--- src/rtl/ov7670_pkg.sv ---
// ov7670_pkg: frame-timing state encoding, pattern_sel codes and the
// RGB565 colour-bar palette shared by the OV7670 stream emulator.
package ov7670_pkg;

   typedef enum logic [2:0] {
      ST_IDLE   = 3'd0,
      ST_VSYNC  = 3'd1,
      ST_VBACK  = 3'd2,
      ST_ACTIVE = 3'd3,
      ST_VFRONT = 3'd4
   } state_t;

   localparam logic [1:0] PAT_BARS      = 2'd0;
   localparam logic [1:0] PAT_COORD     = 2'd1;
   localparam logic [1:0] PAT_CHECKER   = 2'd2;
   localparam logic [1:0] PAT_SOLID_RED = 2'd3;

   localparam logic [15:0] BAR_WHITE   = 16'hFFFF;
   localparam logic [15:0] BAR_YELLOW  = 16'hFFE0;
   localparam logic [15:0] BAR_CYAN    = 16'h07FF;
   localparam logic [15:0] BAR_GREEN   = 16'h07E0;
   localparam logic [15:0] BAR_MAGENTA = 16'hF81F;
   localparam logic [15:0] BAR_RED     = 16'hF800;
   localparam logic [15:0] BAR_BLUE    = 16'h001F;
   localparam logic [15:0] BAR_BLACK   = 16'h0000;

   // Bar colour by bar index, left to right across the line.
   function automatic logic [15:0] bar_colour(input logic [2:0] idx);
      case (idx)
         3'd0:    bar_colour = BAR_WHITE;
         3'd1:    bar_colour = BAR_YELLOW;
         3'd2:    bar_colour = BAR_CYAN;
         3'd3:    bar_colour = BAR_GREEN;
         3'd4:    bar_colour = BAR_MAGENTA;
         3'd5:    bar_colour = BAR_RED;
         3'd6:    bar_colour = BAR_BLUE;
         default: bar_colour = BAR_BLACK;
      endcase
   endfunction

   function automatic int max2(input int a, input int b);
      return (a > b) ? a : b;
   endfunction

endpackage

--- src/rtl/ov7670_pattern_gen.sv ---
// ov7670_pattern_gen: combinational RGB565 test-pattern lookup from pixel
// coordinates, the latched pattern code and the frame parity.
module ov7670_pattern_gen
   import ov7670_pkg::*;
#(
   parameter int H_ACTIVE = 320,
   parameter int XW       = 9,
   parameter int YW       = 8
)
(
   input  logic [XW-1:0] i_x,
   input  logic [YW-1:0] i_y,
   input  logic [1:0]    i_pattern,
   input  logic          i_frame_lsb,
   output logic [15:0]   o_pixel
);

   // Width of one colour bar; H_ACTIVE is a multiple of 8 so this is exact.
   localparam int BAR_W = H_ACTIVE / 8;

   logic [7:1] w_ge;
   logic [2:0] w_bar;
   logic [7:0] w_x8;
   logic [7:0] w_y8;

   assign w_x8 = 8'(i_x);
   assign w_y8 = 8'(i_y);

   // One comparator per bar boundary; the bar index is how many are passed.
   for (genvar gi = 1; gi < 8; gi++) begin : g_bar_edge
      assign w_ge[gi] = (int'(i_x) >= gi * BAR_W);
   end

   // Count passed bar boundaries to get the bar index.
   always_comb begin
      w_bar = 3'd0;
      for (int i = 1; i < 8; i++) begin
         w_bar = w_bar + {2'b00, w_ge[i]};
      end
   end

   // Select the pixel colour for the requested pattern.
   always_comb begin
      o_pixel = BAR_RED;
      case (i_pattern)
         PAT_BARS:    o_pixel = bar_colour(w_bar);
         PAT_COORD:   o_pixel = {w_y8, w_x8};
         PAT_CHECKER: o_pixel = (w_x8[2] ^ w_y8[2] ^ i_frame_lsb) ? 16'hFFFF : 16'h0000;
         default:     o_pixel = BAR_RED;
      endcase
   end

endmodule

--- src/rtl/ov7670_stream_gen.sv ---
// ov7670_stream_gen: OV7670 camera emulator driving vsync/href/d with RGB565
// test patterns, one byte per clock, high byte first.
// Optional per-frame byte checksum: define OV7670_STREAM_GEN_CHECKSUM_EN.
module ov7670_stream_gen
   import ov7670_pkg::*;
#(
   parameter int H_ACTIVE    = 320,
   parameter int V_ACTIVE    = 240,
   parameter int H_BLANK     = 144,
   parameter int VSYNC_LINES = 3,
   parameter int V_BACK      = 17,
   parameter int V_FRONT     = 10
)
(
   input  logic        clk,
   input  logic        reset_n,
   input  logic        enable,
   input  logic [1:0]  pattern_sel,
   output logic        vsync,
   output logic        href,
   output logic [7:0]  d,
   output logic        frame_done,
   output logic [7:0]  frame_count,
   output logic [15:0] frame_checksum
);

   localparam int LP   = 2 * H_ACTIVE + H_BLANK;
   localparam int HW   = $clog2(LP);
   localparam int VMAX = max2(max2(VSYNC_LINES, V_BACK), max2(V_ACTIVE, V_FRONT));
   localparam int VW   = $clog2(VMAX + 1);
   localparam int XW   = $clog2(H_ACTIVE);

   localparam logic [HW-1:0] HC_LAST  = HW'(LP - 1);
   localparam logic [HW-1:0] HREF_END = HW'(2 * H_ACTIVE);
   localparam logic [VW-1:0] VS_LAST  = VW'(VSYNC_LINES - 1);
   localparam logic [VW-1:0] VB_LAST  = VW'(V_BACK - 1);
   localparam logic [VW-1:0] VA_LAST  = VW'(V_ACTIVE - 1);
   localparam logic [VW-1:0] VF_LAST  = VW'(V_FRONT - 1);

   state_t        r_state, w_state_next;
   logic [HW-1:0] r_hc, w_hc_next;
   logic [VW-1:0] r_vc, w_vc_next;
   logic [1:0]    r_pattern, w_pattern_next;
   logic          w_frame_start;
   logic          w_line_end;
   logic          w_vc_last;

   logic          r_vsync, r_href, r_frame_done;
   logic [7:0]    r_d, r_frame_count;
   logic          w_vsync_next, w_href_next, w_done_next;
   logic [7:0]    w_d_next;
   logic [15:0]   w_pixel;
   logic [XW-1:0] w_x;

   // Next-state and counter logic; outputs are derived from these next values
   // so they land in registers on the same edge as the state.
   always_comb begin
      w_state_next   = r_state;
      w_hc_next      = r_hc;
      w_vc_next      = r_vc;
      w_pattern_next = r_pattern;
      w_frame_start  = 1'b0;
      w_line_end     = (r_hc == HC_LAST);
      case (r_state)
         ST_VSYNC:  w_vc_last = (r_vc == VS_LAST);
         ST_VBACK:  w_vc_last = (r_vc == VB_LAST);
         ST_ACTIVE: w_vc_last = (r_vc == VA_LAST);
         ST_VFRONT: w_vc_last = (r_vc == VF_LAST);
         default:   w_vc_last = 1'b0;
      endcase
      case (r_state)
         ST_IDLE: begin
            if (enable) w_frame_start = 1'b1;
         end
         default: begin
            w_hc_next = w_line_end ? '0 : r_hc + 1'b1;
            if (w_line_end) begin
               if (w_vc_last) begin
                  w_vc_next = '0;
                  case (r_state)
                     ST_VSYNC:  w_state_next = ST_VBACK;
                     ST_VBACK:  w_state_next = ST_ACTIVE;
                     ST_ACTIVE: w_state_next = ST_VFRONT;
                     default: begin
                        // End of frame: back-to-back frames skip IDLE entirely.
                        if (enable) w_frame_start = 1'b1;
                        else        w_state_next  = ST_IDLE;
                     end
                  endcase
               end else begin
                  w_vc_next = r_vc + 1'b1;
               end
            end
         end
      endcase
      if (w_frame_start) begin
         w_state_next   = ST_VSYNC;
         w_hc_next      = '0;
         w_vc_next      = '0;
         w_pattern_next = pattern_sel;
      end
   end

   // Pixel x is the byte position halved; only meaningful while href is high.
   assign w_x = w_hc_next[XW:1];

   ov7670_pattern_gen #(
      .H_ACTIVE (H_ACTIVE),
      .XW       (XW),
      .YW       (VW)
   ) u_pattern (
      .i_x         (w_x),
      .i_y         (w_vc_next),
      .i_pattern   (w_pattern_next),
      .i_frame_lsb (r_frame_count[0]),
      .o_pixel     (w_pixel)
   );

   // Bus values for the upcoming cycle; d is forced low outside href.
   always_comb begin
      w_vsync_next = (w_state_next == ST_VSYNC);
      w_href_next  = (w_state_next == ST_ACTIVE) && (w_hc_next < HREF_END);
      w_d_next     = 8'h00;
      if (w_href_next) w_d_next = w_hc_next[0] ? w_pixel[7:0] : w_pixel[15:8];
      w_done_next  = (w_state_next == ST_VFRONT) && (w_hc_next == HC_LAST) &&
                     (w_vc_next == VF_LAST);
   end

   // State, counters and registered bus outputs.
   always_ff @(posedge clk) begin
      if (!reset_n) begin
         r_state       <= ST_IDLE;
         r_hc          <= '0;
         r_vc          <= '0;
         r_pattern     <= PAT_BARS;
         r_vsync       <= 1'b0;
         r_href        <= 1'b0;
         r_d           <= 8'h00;
         r_frame_done  <= 1'b0;
         r_frame_count <= 8'h00;
      end else begin
         r_state      <= w_state_next;
         r_hc         <= w_hc_next;
         r_vc         <= w_vc_next;
         r_pattern    <= w_pattern_next;
         r_vsync      <= w_vsync_next;
         r_href       <= w_href_next;
         r_d          <= w_d_next;
         r_frame_done <= w_done_next;
         if (w_done_next) r_frame_count <= r_frame_count + 8'd1;
      end
   end

   assign vsync       = r_vsync;
   assign href        = r_href;
   assign d           = r_d;
   assign frame_done  = r_frame_done;
   assign frame_count = r_frame_count;

`ifdef OV7670_STREAM_GEN_CHECKSUM_EN
   logic [15:0] r_csum_acc;
   logic [15:0] r_checksum;

   // Running sum of every href byte, published on the frame_done edge.
   always_ff @(posedge clk) begin
      if (!reset_n) begin
         r_csum_acc <= 16'h0000;
         r_checksum <= 16'h0000;
      end else begin
         if (w_frame_start)    r_csum_acc <= 16'h0000;
         else if (w_href_next) r_csum_acc <= r_csum_acc + {8'h00, w_d_next};
         if (w_done_next)      r_checksum <= r_csum_acc;
      end
   end

   assign frame_checksum = r_checksum;
`else
   assign frame_checksum = 16'h0000;
`endif

endmodule

--- config.mk ---
export PLATFORM = sky130hd
export DESIGN_NAME = ov7670_stream_gen
export DESIGN_NICKNAME = d
export VERILOG_FILES = /design/src/rtl/ov7670_pkg.sv /design/src/rtl/ov7670_pattern_gen.sv /design/src/rtl/ov7670_stream_gen.sv
export SDC_FILE = /design/constraint.sdc
export NUM_CORES = 1
export LEC_CHECK = 0
export BUFFER_PORTS_ARGS = -buffer_cell sky130_fd_sc_hd__buf_2
export CAP_MARGIN = 20
export CORE_MARGIN = 2
export CORE_UTILIZATION = 50
export DETAILED_ROUTE_END_ITERATION = 10
export HOLD_SLACK_MARGIN = 0.12
export PLACE_DENSITY = 0.72
export SLEW_MARGIN = 25
export SYNTH_ARGS = -nofsm -noshare
export SYNTH_HDL_FRONTEND = slang
export SYNTH_SLANG_ARGS = --single-unit
export TNS_END_PERCENT = 30
--- constraint.sdc ---
create_clock -name clk -period 11.7 [get_ports clk]
set_input_delay 1.17 -clock clk [delete_from_list [all_inputs] [get_ports clk]]
set_output_delay 1.17 -clock clk [all_outputs]
set_load 0.1 [all_outputs]
==> metrics.md <==
| Metric | Value |
|---|---|
| Outcome | `completed` |
| Gr usage total | `25.7%` |
| Finished Cell Area | `3490 um^2` |
| Post-synth EDFFs | `0` |
| Max_slew headroom | `48.3%` |
| Critical-path top delay cell | `o31ai_2` |
| Crit-path cells | `o31ai_2, nor4_1, xnor2_1, nor2_1, nor2_1, o211ai_1, ha_1, inv_1, fa_1, fa_1, inv_1, ha_1, inv_1, fa_1, xnor2_1, or4_1, o211ai_1, o22ai_1, a211oi_1` |
| Setup WS post-layout | `6.25 ns` |
| Chip Width | `85.7 um` |
| Synthesized cell area | `3340 um^2` |
| Asr flop ratio synth | `0%` |
| Static leakage | `1.29 nW` |
| Complex-gate fraction of the synthesized area | `22.7%` |
| Hold Crit Class | `reg2reg` |
| Port buffer count | `23` |
| Vias post-DR | `3326` |
| Largest family of logic cells by synthesized area | `simple AND/OR/NAND/NOR gates` |
| Share of cells above drive strength 1 | `11.8%` |
| Die area | `7340 um^2` |
| Die Height | `85.7 um` |
| Post-synthesis simple-gate area fraction | `31.8%` |
| CP Max Fanout | `13` |
| Final Hold Violating Endpoints | `0` |
| Mapped Cells | `433` |
| Routability Congestion | `1.00` |
| Post-CTS Setup Inserts | `0` |
| CTS resizes | `0` |
| Worst setup SP type | `flip-flop` |
| Critical Path RT | `11.91 ns` |
| Xor-xnor portion of the synthesized cell area | `4.46%` |
| CTS tree | `built` |
| Sequential area share after synthesis | `25.2%` |
| Avg WL per Cell | `17.6 um` |
| Cell Pwr Density | `90.6 nW/um^2` |
| Number of DRC markers in iteration 0 | `376` |
| Setup Viol. Count Final | `0` |
| CP Capture Type | `flip-flop` |
| Predominant post-synthesis flop cell | `dfxtp_1` |
| Dpl ws | `6.15 ns` |
| Congestion Overflow GR | `0` |
| CTS Root Cell | `clkbuf_8` |
| First-pass GRT wire length | `14.9 mm` |
| CTS buffer count | `5` |
| Core ar. | `6390 um^2` |
| Vias in the first global route | `3017` |
| Buf/Inv on CP | `3` |
| Share of the synthesized area in the top cell type | `25.2%` |
| Yosys warnings | `0` |
| Std cell rows | `29` |
| Mux contribution to synthesized area | `2.85%` |
| Worst-path clk slew | `0.09 ns` |
| N_diodes | `0` |
| CTS H-tree lvls | `2` |
| Max-slew violation count | `0` |
| Initial antenna violation count | `0` |
| Critical path's top delay family | `adder cells` |
| Hold_buf cts | `0` |
| Total Wirelength | `9.13 mm` |
| Synth unique cells | `71` |
| Area leader, netlist | `dfxtp_1` |
| Post-route ant nets | `0` |
| Final Skew | `0.00528 ns` |
| DR DRC count | `0` |
| Max clock buf depth | `2` |
| Via density | `6.42` |
| Crit path largest cell delay | `0.75 ns` |
| Fin crit share | `46.6%` |
| Placed Area | `3380 um^2` |
| VDD IR max | `86.2 uV` |
| Flops & latches, synth | `42` |
| HPWL after DPL | `6.96 mm` |
| RSZ-0062 raised after global routing | `no` |
| Clk_lat worst skew | `0.30 ns` |
| Crit path time final | `5.45 ns` |
| Initial core utilization | `52.2%` |
| Adder-Cell Fraction of Synth Area | `4.05%` |
| WS Path Type | `reg2reg` |
| # Max-Cap Violations | `0` |
| Final TNS setup | `0 ns` |
| Syn-to-layout area delta | `4.73%` |
| Critical path arrival | `5.66 ns` |
| Area contributors post-synth | `dfxtp_1 (25%), nor2_1 (5.0%), nand2_1 (4.6%)` |
| Largest net degree at the start of global routing | `19` |
| Peak Freq | `183 MHz` |
| Clock sink count | `42` |
| Worst slew pin tran | `0.771 ns` |
| Drt pass-1 iters | `5` |
| Top Ports | `40` |
| Nets@finish | `454` |
| Average size of a mapped cell | `7.70 um^2` |
| Core Util, Final | `54.7%` |
metal layers:
metal	routed length [um]	up-vias	GRT usage (%)
li1	-	1579	-
met1	3840	1532	33.0
met2	4270	183	42.3
met3	720	32	4.62
met4	299	0	11.1
met5	0	-	0
power by group:
part           leakage, nW  switching, mW  internal [mW]
sequential           0.339        0.00202          0.144
clock               0.0514         0.0528         0.0637
combinational        0.899         0.0434         0.0103
path summary, 6_finish.rpt:
| kind | slack [ns] | startpoint | endpoint | cells after the start |
|---|---|---|---|---|
| setup / recovery | 6.25 | r_state[1]$_SDFF_PN0_ | d[1]$_SDFF_PN0_ | 19 |
| hold / removal | 0.48 | frame_count[7]$_SDFFE_PN0P_ | frame_count[7]$_SDFFE_PN0P_ | 2 |
| setup reg to reg | 6.25 | r_state[1]$_SDFF_PN0_ | d[1]$_SDFF_PN0_ | 19 |
| hold reg to reg | 0.48 | frame_count[7]$_SDFFE_PN0P_ | frame_count[7]$_SDFFE_PN0P_ | 2 |
worst register-to-register path, delay by kind of cell (launching register included):
kind / cells / cell delay, ns
adder cells (fa/ha/maj): 5 / 1.80
AO/OA/AOI/OAI: 5 / 1.43
AND/OR/NAND/NOR: 4 / 0.97
XOR/XNOR: 2 / 0.53
flip-flops: 1 / 0.47
buffers and inverters: 3 / 0.17
kinds of logic (layout without fill, tap and decap cells):
| kind of cell | count (synthesis) | count (layout) |
|---|---|---|
| buffers and inverters | 54 | 47 |
| flip-flops | 42 | 42 |
| AO/OA/AOI/OAI | 102 | 102 |
| XOR/XNOR | 17 | 17 |
| AND/OR/NAND/NOR | 199 | 199 |
| other | 1 | 16 |
| adder cells (fa/ha/maj) | 9 | 9 |
| multiplexers | 9 | 9 |
sequential cells by signal (all words and copies together), names as in the netlist:
signal	count
r_pattern	2
vsync	1
r_hc	10
frame_count	8
frame_done	1
r_vc	8
d	8
r_state	3
href	1
per-stage QoR:
stage | instances | power [mW] | hold WS, ns
after floorplan | 448 | 0.199 | 0.508
after global placement | 510 | 0.202 | 0.450
after detailed placement | 510 | 0.202 | 0.462
after CTS | 518 | 0.317 | 0.477
after global routing | 518 | 0.328 | 0.510
final | 518 | 0.316 | 0.475
Yosys cell counts (all sizes together) (3+ instances only):
cell type / count
a211oi: 8
a21boi: 4
a21o: 3
a21oi: 20
a31oi: 4
and2: 7
and3: 7
and4: 3
buf: 29
clkbuf: 11
dfxtp: 42
fa: 3
ha: 6
inv: 13
mux2i: 8
nand2: 42
nand2b: 9
nand3: 15
nand3b: 4
nand4: 8
nor2: 46
nor2b: 4
nor3: 15
nor3b: 5
nor4: 14
o2111ai: 3
o211ai: 5
o21ai: 18
o22ai: 3
o31a: 3
o31ai: 7
o32ai: 5
o41ai: 6
or2: 4
or3: 5
or4: 6
xnor2: 10
xor2: 7
cell type report:
type / instances / area [um^2]
clock inverter: 2 / 37.5
timing repair buffer: 25 / 130
inverter: 14 / 52.6
multi-input combinational: 352 / 2260
tap: 77 / 96.3
fill: 602 / 2890
clock buffer: 6 / 72.6
sequential: 42 / 841
cell usage in the layout, fill, tap and decap left out, types with 4 or more instances in the layout:
cell / count
a211oi_1: 7
a21oi_1: 19
a31oi_1: 4
and2_1: 7
and3_1: 7
buf_2: 23
clkbuf_8: 5
conb_1: 16
dfxtp_1: 42
ha_1: 6
inv_1: 13
mux2i_1: 7
nand2_1: 41
nand2b_1: 9
nand3_1: 14
nand3b_1: 4
nand4_1: 8
nor2_1: 44
nor2b_1: 4
nor3_1: 14
nor3b_1: 5
nor4_1: 14
o211ai_1: 4
o21ai_0: 14
o21ai_1: 4
o31ai_1: 5
o32ai_1: 5
o41ai_1: 5
or2_2: 4
or3_1: 5
or4_1: 6
xnor2_1: 10
xor2_1: 7
Note: power is estimated with default switching activity, not from simulation.
